===== config.mk =====
export PLATFORM = sky130hd
export DESIGN_NAME = dm_access_unit_flat
export DESIGN_NICKNAME = d
export VERILOG_FILES = /design/src/rtl/dm_access_unit_if.sv /design/src/rtl/dm_access_unit.sv /design/src/flat_wrapper.sv
export SDC_FILE = /design/constraint.sdc
export NUM_CORES = 1
export LEC_CHECK = 0
export BUFFER_PORTS_ARGS = -buffer_cell sky130_fd_sc_hd__buf_2
export CAP_MARGIN = 0
export CORE_AREA = 4 4 157 159
export DETAILED_ROUTE_END_ITERATION = 7
export DIE_AREA = 0 0 161 163
export PLACE_DENSITY = 0.76
export SYNTH_ARGS = -nofsm -noshare
export SYNTH_HDL_FRONTEND = slang
export SYNTH_SLANG_ARGS = --single-unit

===== constraint.sdc =====
create_clock -name clk -period 2 [get_ports clk]
set_input_delay 0.3 -clock clk [delete_from_list [all_inputs] [get_ports clk]]
set_output_delay 0.3 -clock clk [all_outputs]
set_load 0.02 [all_outputs]

===== src/rtl/dm_access_unit_if.sv =====
// Data-memory request/acknowledge bus between the MEM-stage access unit and data memory.
// The access unit is the master; the memory (or a bench model of it) is the slave.
interface dm_access_unit_if #(
  parameter int ADDR_W = 64
);
  logic              o_dm_req;
  logic              o_dm_we;
  logic [ADDR_W-1:0] o_dm_addr;
  logic [63:0]       o_dm_wdata;
  logic [7:0]        o_dm_be;
  logic              i_dm_ack;
  logic [63:0]       i_dm_rdata;

  modport master (
    output o_dm_req, o_dm_we, o_dm_addr, o_dm_wdata, o_dm_be,
    input  i_dm_ack, i_dm_rdata
  );

  modport slave (
    input  o_dm_req, o_dm_we, o_dm_addr, o_dm_wdata, o_dm_be,
    output i_dm_ack, i_dm_rdata
  );
endinterface


===== src/rtl/dm_access_unit.sv =====
// MEM-stage data-memory access sequencer: issues one req/ack transaction per load or store,
// stalls the pipeline while it runs and hands the captured doubleword to the load controller.
module dm_access_unit #(
  parameter int ADDR_W = 64
) (
  input  logic              clk,
  input  logic              rst,
  input  logic              i_valid,
  input  logic              i_mem_rd,
  input  logic              i_mem_wr,
  input  logic [1:0]        i_mem_req_unit,
  input  logic [ADDR_W-1:0] i_mem_addr,
  input  logic [63:0]       i_store_data,
  input  logic              i_flush,
  dm_access_unit_if.master  dm,
  output logic [63:0]       o_dm_data,
  output logic              o_is_mem_staller,
  output logic              o_store_misaligned
);

  typedef enum logic [1:0] {
    IDLE = 2'd0,
    BUSY = 2'd1,
    DONE = 2'd2
  } state_t;

  state_t            state_q, state_d;
  logic              req_q, req_d;
  logic              we_q, we_d;
  logic [ADDR_W-1:0] addr_q, addr_d;
  logic [7:0]        be_q, be_d;
  logic [63:0]       wdata_q, wdata_d;
  logic [63:0]       data_q, data_d;
  logic              mis_q, mis_d;

  logic [2:0]  off;
  logic        isStore;
  logic        misaligned;
  logic        stMis;
  logic        start;
  logic [7:0]  storeBe;
  logic [63:0] storeData;

  assign off     = i_mem_addr[2:0];
  // A load wins if both rd and wr are raised, so only a pure write counts as a store.
  assign isStore = i_mem_wr & ~i_mem_rd;

  always_comb begin
    misaligned = 1'b0;
    storeBe    = 8'hFF;
    case (i_mem_req_unit)
      2'd0: begin
        misaligned = 1'b0;
        storeBe    = 8'h01 << off;
      end
      2'd1: begin
        misaligned = (off == 3'd7);
        storeBe    = 8'h03 << off;
      end
      2'd2: begin
        misaligned = (off > 3'd4);
        storeBe    = 8'h0F << off;
      end
      default: begin
        misaligned = (off != 3'd0);
        storeBe    = 8'hFF;
      end
    endcase
  end

  assign storeData = i_store_data << {off, 3'b000};
  assign stMis     = isStore & misaligned;
  assign start     = (state_q == IDLE) & i_valid & (i_mem_rd | i_mem_wr) & ~i_flush & ~stMis;

  always_comb begin
    state_d = state_q;
    req_d   = req_q;
    we_d    = we_q;
    addr_d  = addr_q;
    be_d    = be_q;
    wdata_d = wdata_q;
    data_d  = data_q;
    mis_d   = 1'b0;
    case (state_q)
      IDLE: begin
        mis_d = i_valid & ~i_flush & stMis;
        if (start) begin
          state_d = BUSY;
          req_d   = 1'b1;
          we_d    = isStore;
          addr_d  = {i_mem_addr[ADDR_W-1:3], 3'b000};
          be_d    = isStore ? storeBe : 8'hFF;
          wdata_d = isStore ? storeData : 64'd0;
        end
      end
      BUSY: begin
        // Bus outputs stay frozen until the ack; only a load updates the captured doubleword.
        if (dm.i_dm_ack) begin
          state_d = DONE;
          req_d   = 1'b0;
          if (!we_q) begin
            data_d = dm.i_dm_rdata;
          end
        end
      end
      DONE: begin
        state_d = IDLE;
      end
      default: begin
        state_d = IDLE;
      end
    endcase
  end

  always_ff @(posedge clk) begin
    if (rst) begin
      state_q <= IDLE;
      req_q   <= 1'b0;
      we_q    <= 1'b0;
      addr_q  <= '0;
      be_q    <= 8'd0;
      wdata_q <= 64'd0;
      data_q  <= 64'd0;
      mis_q   <= 1'b0;
    end else begin
      state_q <= state_d;
      req_q   <= req_d;
      we_q    <= we_d;
      addr_q  <= addr_d;
      be_q    <= be_d;
      wdata_q <= wdata_d;
      data_q  <= data_d;
      mis_q   <= mis_d;
    end
  end

  // Low in DONE so the pipeline advances exactly once per access.
  assign o_is_mem_staller   = start | (state_q == BUSY);

  assign dm.o_dm_req        = req_q;
  assign dm.o_dm_we         = we_q;
  assign dm.o_dm_addr       = addr_q;
  assign dm.o_dm_wdata      = wdata_q;
  assign dm.o_dm_be         = be_q;
  assign o_dm_data          = data_q;
  assign o_store_misaligned = mis_q;

endmodule


===== src/flat_wrapper.sv =====
// flat-port wrapper written by rule: the top's interface ports become plain ports
module dm_access_unit_flat 
#(
  parameter int ADDR_W = 64
)
  (clk, rst, i_valid, i_mem_rd, i_mem_wr, i_mem_req_unit, i_mem_addr, i_store_data, i_flush, o_dm_data, o_is_mem_staller, o_store_misaligned, dm_o_dm_req, dm_o_dm_we, dm_o_dm_addr, dm_o_dm_wdata, dm_o_dm_be, dm_i_dm_ack, dm_i_dm_rdata);
  dm_access_unit_if #(.ADDR_W(ADDR_W)) dm_i ();
  input  logic clk;
  input  logic rst;
  input  logic i_valid;
  input  logic i_mem_rd;
  input  logic i_mem_wr;
  input  logic [1:0] i_mem_req_unit;
  input  logic [ADDR_W-1:0] i_mem_addr;
  input  logic [63:0] i_store_data;
  input  logic i_flush;
  output logic [63:0] o_dm_data;
  output logic o_is_mem_staller;
  output logic o_store_misaligned;
  output wire logic [$bits(dm_i.o_dm_req)-1:0] dm_o_dm_req;
  output wire logic [$bits(dm_i.o_dm_we)-1:0] dm_o_dm_we;
  output wire logic [$bits(dm_i.o_dm_addr)-1:0] dm_o_dm_addr;
  output wire logic [$bits(dm_i.o_dm_wdata)-1:0] dm_o_dm_wdata;
  output wire logic [$bits(dm_i.o_dm_be)-1:0] dm_o_dm_be;
  input wire logic [$bits(dm_i.i_dm_ack)-1:0] dm_i_dm_ack;
  input wire logic [$bits(dm_i.i_dm_rdata)-1:0] dm_i_dm_rdata;
  assign dm_o_dm_req = dm_i.o_dm_req;
  assign dm_o_dm_we = dm_i.o_dm_we;
  assign dm_o_dm_addr = dm_i.o_dm_addr;
  assign dm_o_dm_wdata = dm_i.o_dm_wdata;
  assign dm_o_dm_be = dm_i.o_dm_be;
  assign dm_i.i_dm_ack = dm_i_dm_ack;
  assign dm_i.i_dm_rdata = dm_i_dm_rdata;
  dm_access_unit #(.ADDR_W(ADDR_W)) u_core (.clk(clk), .rst(rst), .i_valid(i_valid), .i_mem_rd(i_mem_rd), .i_mem_wr(i_mem_wr), .i_mem_req_unit(i_mem_req_unit), .i_mem_addr(i_mem_addr), .i_store_data(i_store_data), .i_flush(i_flush), .dm(dm_i), .o_dm_data(o_dm_data), .o_is_mem_staller(o_is_mem_staller), .o_store_misaligned(o_store_misaligned));
endmodule

## Word level (Yosys, flattened, before mapping)

Index checks and enable logic that the tools add are counted.

| storage, ports and cells | value |
|---|---|
| word-level logic and storage cells | 53 |
| register bits | 202 |
| input bits | 201 |
| output and inout port bits | 204 |

| cells by class | value |
|---|---|
| $lt $le $gt $ge | 1 |
| equality and inequality tests | 6 |
| mux-type cells | 10 |
| shifts and indexed selects | 4 |
| reductions and logical operators | 9 |
| bitwise logic cells | 15 |

Operators by type and width:

| operator | count |
|---|---|
| $mux W64 | 1 |
| $shl A64 B6 Y64 | 1 |
| $pmux W8 S3 | 1 |
| $and A1 B1 Y1 | 8 |
| $mux W8 | 1 |
| $shl A1 B3 Y8 const A | 1 |
| $shl A2 B3 Y8 const A | 1 |
| $shl A4 B3 Y8 const A | 1 |
| $reduce_and A3 Y1 | 2 |
| $not A1 Y1 | 5 |
| $eq A2 B1 Y1 const B | 2 |
| $logic_not A2 Y1 | 2 |
| $mux W2 | 2 |
| $pmux W2 S2 | 1 |
| $reduce_and A2 Y1 | 2 |
| $eq A3 B3 Y1 const B | 1 |
| $gt A3 B3 Y1 const B | 1 |
| $pmux W1 S3 | 1 |
| $reduce_bool A3 Y1 | 1 |
| $eq A2 B2 Y1 const B | 1 |
| $mux W1 | 2 |
| $ne A2 B1 Y1 const B | 1 |
| $ne A2 B2 Y1 const B | 1 |
| $or A1 B1 Y1 | 2 |
| other kinds (3) | 3 |

## Depth between registers and ports, before layout

Gate-level depths: netlist of the first run.

| logic depth | value |
|---|---|
| word-level depth | 7 |
| mapped depth | 8 |
| gate-level depth less buffers | 6 |

## Worst setup path after synthesis of the first run

OpenSTA, ideal clock, no wires.

| path | value |
|---|---|
| kind | register to register |
| from | register u_core.state_q[1] |
| to | register u_core.addr_q[13] (netlist: u_core.dm.o_dm_addr[13]) |
| stages on the path, launching flop included | 7 |
| required time | 1928 ps |
| setup time | 72 ps |
| clock period less this slack | 1925 ps |
| buffers on the path | 2 |
| arrival time | 1853 ps |
| slack | 75 ps |
| cells stage by stage | dfxtp_1 > or4b_4 > a311oi_4 > and2_4 > buf_8 > buf_12 > mux2i_1 |

| between the ends | value |
|---|---|
| word-level cells in the longest chain between the ends | 6 |

Ends and longest elaborated chain:

| what | line | text |
|---|---|---|
| start, declared | dm_access_unit.sv:27 | `state_t state_q, state_d;` |
| start signal, assigned | dm_access_unit.sv:126 | `state_q <= state_d;` |
| $logic_not A2 Y1 (*) | dm_access_unit.sv:73, dm_access_unit.sv:84 |  |
| $and A1 B1 Y1 (4 in series) | dm_access_unit.sv:73 | `assign start = (state_q == IDLE) & i_valid & (i_mem_rd \| i_mem_wr) & ~i_flush & ~stMis;` |
| $reduce_and A2 Y1 (no source line) (*) | n/a |  |
| end signal, assigned | dm_access_unit.sv:129 | `addr_q <= addr_d;` |
| end, declared | dm_access_unit.sv:30 | `logic [ADDR_W-1:0] addr_q, addr_d;` |

Mark *: on every way between the ends. The rest lies on a longest branch, timed or not.
A chain may end at the register's enable or synchronous reset.

## Worst setup path in the final report of the first run

| path | value |
|---|---|
| from | register u_core.state_q[0] |
| to | output o_is_mem_staller |

| between the ends | value |
|---|---|
| word-level cells in the longest chain between the ends | 6 |
| elaborated cells on any way between the ends | 7 |
| classes of those cells | eq/ne: 1; bitwise: 5; reduce/logical: 1 |

Ends and longest elaborated chain:

| what | line | text |
|---|---|---|
| $logic_not A2 Y1 | dm_access_unit.sv:73 |  |
| $and A1 B1 Y1 (4 in series) | dm_access_unit.sv:73 |  |
| $or A1 B1 Y1 (*) | dm_access_unit.sv:138 | `assign o_is_mem_staller = start \| (state_q == BUSY);` |
| end, declared | flat_wrapper.sv:18 | `output logic o_is_mem_staller;` |

Marks and branches as above.

==> run summary, run 1 <==
Status = finished, violations left
Failing checks = setup timing
GR Layer Usage met1 = 0.2680
Pre-antenna DRT Iters = 5
Vias = 9,011
DRC = 0
Site Rows = 56
Largest net degree at the start of global routing = 127
Most frequent cells in the layout = buf_2 (399), nand2_1 (266), dfxtp_1 (201), mux2i_1 (111), a21oi_1 (77)
Final HPWL DP = 22,840 um
Clock sinks = 202
Main synth FF type = dfxtp_1
FF-to-FF End = u_core.dm.o_dm_wdata[50]$_SDFFE_PP0P_
Worst R2R Setup Slack = -0.19 ns
Routed Antenna Nets = 0
First-pass GRT wire length = 46,170 um
Worst Hold Depth = 3
Routed len/inst = 18.59 um
Crit. path cell count = 5
Area Growth Syn to Fin = 44.84%
Clock Pin Slew Worst Setup and Hold Paths = 0.06 ns
Final GP Congestion = 0.9024
EDFF count, synth = 0
Met2 usage = 0.3697
Power Total = 10,160 uW
Ys async rst share = 0
Skew final = 0.008440 ns
TNS Setup = -14.50 ns
Vias in the first global route = 8,398
Iter 0 DRT Violations = 651
Total Routing Usage GR = 0.2165
Seq/Total Area, Yosys = 0.4608
CP Max Fanout = 2
Post-layout min period = 2.259 ns
Layer carrying the most global-route usage = met2
Clk root buf = clkbuf_16
Syn avg cell area = 8.992 um2
Distinct cell type count after synthesis = 53
Area share of the largest cell type after synthesis = 0.4608
Drt via density = 5.197
Max-cap violations = 0
Hold path endpoint = u_core.o_dm_data[63]$_SDFFE_PP0P_
Core area = 0.02326 mm2
Die ar. = 0.02624 mm2
Die Ht = 163 um
Worst path max stage delay = 0.54 ns
Startpoint of the worst hold path = dm_i_dm_rdata[63]
Starting density of the core = 0.3773
Post-synth top area cell = dfxtp_1
CTS Buffer Depth = 3
Cts bufs inserted = 23
Crit end category = output pin
Pins Over Slew Limit = 0
Post-synthesis cell count = 976
Share of layout cells above drive strength 1 = 0.3926
Final setup vio count = 130
Commonest non-fill, non-tap cell in the layout = buf_2
Register bit total from synthesis = 202
P_leak = 0.005889 uW
Buffers on Ports = 401
CP Launch Type = register
Number of hold buffers added after cts = 0
Final Net Count = 1,600
Worst reg-to-reg path cell count = 8
Critical path arrival = 1.96 ns
Mapped Area = 0.008776 mm2
CP delay by family, top = simple AND/OR/NAND/NOR gates
Hold Path Class = input port to register
Required @ worst endpoint = 1.70 ns
Critical path buffer and inverter count = 1
Cells along the critical path = or4b_4, a311oi_4, nand2_2, o21ai_2, buf_6
Final wirelength = 32,230 um
Tightest Pin Transition = 0.7573 ns
Slew headroom = 0.4952
CTS tree = built
Yosys warning count = 0
Initial antenna violation count = 2
Setup ws final = -0.2592 ns
Power per cell area = 799.2 mW/mm2
Slowest CP cell = or4b_4
Largest cells by area after synthesis = dfxtp_1 (46%), mux2i_1 (13%), nand2_1 (11%)
Crit Path Class = register to output pin
Worst vdd ir = 0.6992 mV
GRT overflow = 0
Origin of the critical flop-to-flop path = u_core.state_q[0]$_SDFFE_PP0P_
Achievable frequency = 442.6 MHz
Die Width = 161 um
Worst-skew pair later-pin latency = 0.50 ns
Final period utilization = 1.130
H-tree depth = 1
RSZ-0062 raised after global routing = true
Top Ports = 405
GRT met3 Usage = 0.05011
Final Hold Fails = 0
[registers in the layout (all words and copies together), names as in the netlist]
signal                     cells
u_core.o_dm_data              64
u_core.dm.o_dm_wdata          64
u_core.dm.o_dm_we              1
u_core.state_q                 2
u_core.dm.o_dm_be              8
u_core.o_store_misaligned      1
u_core.dm.o_dm_addr           61
u_core.dm.o_dm_req             1
[metal layers]
layer | vias to the layer above | routed length (um)
li1 | 4274 | -
met1 | 4187 | 12560
met2 | 469 | 15840
met3 | 81 | 2770
met4 | 0 | 1059
met5 | - | 0
[Yosys cell counts, types with 5 or more instances]
library cell,count
nand2_1,267
dfxtp_1,202
mux2i_1,112
a21oi_1,77
clkbuf_1,56
a22o_1,35
o21ai_0,20
a22oi_1,18
nand3b_1,18
nor2_1,18
a32o_1,16
o2bb2ai_1,13
buf_2,12
o22ai_1,12
o211ai_1,8
o21a_1,8
mux2_2,7
inv_1,6
buf_12,5
o221ai_1,5
[worst max path at each step]
stage	slack (ns)	to	startpoint
final	-0.26	o_is_mem_staller	u_core.state_q[0]$_SDFFE_PP0P_
after global routing	-0.32	o_is_mem_staller	u_core.state_q[0]$_SDFFE_PP0P_
after CTS	-0.32	o_is_mem_staller	u_core.state_q[0]$_SDFFE_PP0P_
after detailed placement	-0.08	u_core.dm.o_dm_be[6]$_SDFFE_PP0P_	i_flush
after global placement	-0.05	u_core.dm.o_dm_be[6]$_SDFFE_PP0P_	i_flush
after floorplan	0.08	u_core.dm.o_dm_addr[13]$_SDFFE_PP0P_	u_core.state_q[1]$_SDFFE_PP0P_
[power by group]
group	switching (uW)	internal [uW]	total [uW]
logic	870	672	1540
registers	62.2	4140	4200
clock network	1690	2730	4410
[per-stage QoR]
| stage | setup slack [ns] | hold WS [ns] | std cells | area, um2 | utilization |
|---|---|---|---|---|---|
| finish | -0.2592 | 0.02307 | 1734 | 12710 | 0.5464 |
| global route | -0.3193 | 0.008172 | 1732 | 12710 | 0.5462 |
| CTS | -0.3187 | 0.004888 | 1712 | 12200 | 0.5244 |
| detailed placement | -0.07624 | 0.4411 | 1666 | 11270 | 0.4846 |
| global placement | -0.05146 | 0.4380 | 1666 | 11270 | 0.4846 |
| floorplan | 0.07532 | 0.4255 | 978 | 8783 | - |
[cell families (layout without fill, tap and decap cells)]
kind of cell | count (synthesis) | after routing | synth area share
buffers and inverters | 92 | 523 | 0.05589
adder cells (fa/ha/maj) | 4 | 4 | 0.005703
flip-flops | 202 | 202 | 0.4608
multiplexers | 119 | 119 | 0.1367
AND/OR/NAND/NOR | 328 | 329 | 0.1565
AO/OA/AOI/OAI | 230 | 231 | 0.1839
other | 1 | 7 | 0.0004273
[what timing repair did]
item / CTS / global route
endpoints found under the hold margin: 0 / 0
pin swaps: 7 / 41
buffers inserted: 2 / 6
endpoints found under the setup margin: 19 / 132
cloned: 4 / 12
gates resized for setup: 11 / 36
[worst min-delay path: cells and delay by family]
family / cells / cell delay [ns]
AND/OR/NAND/NOR: 1 / 0.04
buffers and inverters: 1 / 0.09
AO/OA/AOI/OAI: 1 / 0.05
[final cells by class]
type | count | area [um2]
diodes | 4 | 10.01
clock buffers | 32 | 669.4
clock inverters | 9 | 131.4
fillers | 2082 | 10550
inverters | 7 | 27.53
multi-input cells | 686 | 4471
flip-flops and latches | 202 | 4045
well taps | 319 | 399.1
repair buffers | 475 | 2958
Note: power is estimated with default switching activity, not from simulation.
==> run 2, diff against run 1 <==
- BUFFER_PORTS_ARGS: -buffer_cell sky130_fd_sc_hd__buf_2 -> default
- CORE_AREA: 4 4 157 159 -> 4 4 154 156
- DIE_AREA: 0 0 161 163 -> 0 0 158 160
- DONT_BUFFER_PORTS: default -> 1
- PLACE_DENSITY: 0.76 -> 0.62
==> run summary, run 2 (synthesis results as in run 1) <==
RSZ-0062 raised after global routing = true (unchanged)
Site Rows = 55 (was 56)
Power Total = 9669 uW (was 10,160 uW)
Final GP Congestion = 0.8602 (was 0.9024)
Commonest non-fill, non-tap cell in the layout = nand2_1 (was buf_2)
Number of inserted diodes = 0 (was 4)
Final Net Count = 1,314 (was 1,600)
Power per cell area = 823.8 mW/mm2 (was 799.2 mW/mm2)
Post-layout min period = 2.213 ns (was 2.259 ns)
DRC = 0 (unchanged)
Pre-antenna DRT Iters = 6 (was 5)
Routed Antenna Nets = 0 (unchanged)
Clock sinks = 202 (unchanged)
Die Width = 158 um (was 161 um)
Clk root buf = clkbuf_16 (unchanged)
Critical path arrival = 1.91 ns (was 1.96 ns)
Failing checks = setup timing (unchanged)
H-tree depth = 1 (unchanged)
Final core occ = 0.5248 (was 0.5464)
Status = finished, violations left (unchanged)
P_leak = 0.004416 uW (was 0.005889 uW)
Final HPWL DP = 20,660 um (was 22,840 um)
Setup ws final = -0.2127 ns (was -0.2592 ns)
Final setup vio count = 95 (was 130)
GRT overflow = 0 (unchanged)
Worst-skew pair later-pin latency = 0.50 ns (about the same)
Crit end category = output pin (unchanged)
Met2 usage = 0.3978 (was 0.3697)
Worst reg-to-reg path cell count = 7 (was 8)
Top Ports = 405 (unchanged)
Cts bufs inserted = 23 (unchanged)
Iter 0 DRT Violations = 622 (was 651)
Routed len/inst = 22.40 um (was 18.59 um)
GR Layer Usage met1 = 0.2488 (was 0.2680)
Max-cap violations = 0 (unchanged)
Final period utilization = 1.106 (was 1.130)
Skew final = 0.009453 ns (was 0.008440 ns)
Crit Path Class = register to output pin (unchanged)
Required @ worst endpoint = 1.70 ns (about the same)
Final Hold Fails = 0 (unchanged)
Slew headroom = 0.6516 (was 0.4952)
Die Ht = 160 um (was 163 um)
Buffers on Ports = 0 (was 401)
Pins Over Slew Limit = 0 (unchanged)
CP Max Fanout = 2 (unchanged)
First-pass GRT wire length = 44,800 um (was 46,170 um)
Largest net degree at the start of global routing = 127 (unchanged)
Tightest Pin Transition = 0.5081 ns (was 0.7573 ns)
Clock Pin Slew Worst Setup and Hold Paths = 0.06 ns (about the same)
Vias = 7,824 (was 9,011)
Worst vdd ir = 0.5723 mV (was 0.6992 mV)
Vias in the first global route = 7,521 (was 8,398)
Layer carrying the most global-route usage = met2 (unchanged)
Die ar. = 0.02528 mm2 (was 0.02624 mm2)
Worst Hold Depth = 2 (was 3)
Hold Path Class = input port to register (unchanged)
Most frequent cells in the layout = nand2_1 (266), dfxtp_1 (202), dlygate4sd3_1 (135), mux2i_1 (111), a21oi_1 (76) (was buf_2 (399), nand2_1 (266), dfxtp_1 (201), mux2i_1 (111), a21oi_1 (77))
Starting density of the core = 0.3924 (was 0.3773)
Core area = 0.02237 mm2 (was 0.02326 mm2)
Achievable frequency = 451.9 MHz (was 442.6 MHz)
CP Launch Type = register (unchanged)
Final wirelength = 31,520 um (was 32,230 um)
Area Growth Syn to Fin = 33.75% (was 44.84%)
Initial antenna violation count = 0 (was 2)
Drt via density = 5.561 (was 5.197)
Share of layout cells above drive strength 1 = 0.1105 (was 0.3926)
CTS Buffer Depth = 3 (unchanged)
Total Routing Usage GR = 0.2231 (was 0.2165)
CTS tree = built (unchanged)
GRT met3 Usage = 0.08428 (was 0.05011)
-- run 2: per-layer routing --
metal | wire (um) | vias to the layer above | part of all wire
li1 | - | 3689 | -
met2 | 16000 | 380 | 0.51
met5 | 0 | - | 0
met4 | 640 | 0 | 0.020
met1 | 11440 | 3702 | 0.36
met3 | 3435 | 53 | 0.11
-- run 2: area by class of cell --
type | instances | area [um2]
Clock buffer | 30 | 641.9
Clock inverter | 8 | 100.1
Fill cell | 1973 | 10630
Inverter | 7 | 27.53
Multi-Input combinational cell | 684 | 4353
Sequential cell | 202 | 4044
Tap cell | 285 | 356.6
Timing Repair Buffer | 191 | 2215
-- run 2: metrics by stage --
step / std cells / area [um2] / worst slack (ns) / TNS (ns) / hold WS [ns]
floorplan: 978 / 8783 / 0.07532 / 0 / 0.4255
finish: 1407 / 11740 / -0.2127 / -4.246 / 0.04945
CTS: 1392 / 11370 / -0.2872 / -4.559 / 0.007178
global route: 1407 / 11740 / -0.3089 / -14.53 / 0.04770
global placement: 1209 / 9055 / 0.02228 / 0 / 0.3741
detailed placement: 1209 / 9055 / 0.007983 / 0 / 0.3763
-- run 2: critical path, cell delays in order, from the launching register on --
cell	delay, ns
dfxtp_1	0.31
or4b_4	0.54
a311oi_4	0.24
nand2_2	0.11
o21ai_2	0.08
buf_6	0.13
-- run 2: path summary, 6_finish.rpt --
| path | from | endpoint | slack, ns |
|---|---|---|---|
| max reg2reg | u_core.state_q[0]$_SDFFE_PP0P_ | u_core.dm.o_dm_addr[40]$_SDFFE_PP0P_ | -0.11 |
| min | i_mem_addr[35] | u_core.dm.o_dm_addr[35]$_SDFFE_PP0P_ | 0.05 |
| max | u_core.state_q[0]$_SDFFE_PP0P_ | o_is_mem_staller | -0.21 |
| min reg2reg | u_core.dm.o_dm_addr[56]$_SDFFE_PP0P_ | u_core.dm.o_dm_addr[56]$_SDFFE_PP0P_ | 0.56 |
-- run 2: report_power, final --
group	leakage (uW)	total [uW]	internal, uW	switching, uW
Combinational	0.00241	1120	592	524
Sequential	0.00164	4390	4140	243
Clock	0.000370	4170	2510	1660
-- run 2: repair_timing --
item	in CTS	in global routing
hold buffers	136	0
buffers inserted	5	12
setup endpoints to repair	33	133
pin swaps	4	4
resized for setup	10	30
endpoints found under the hold margin	140	0
gates cloned	4	7
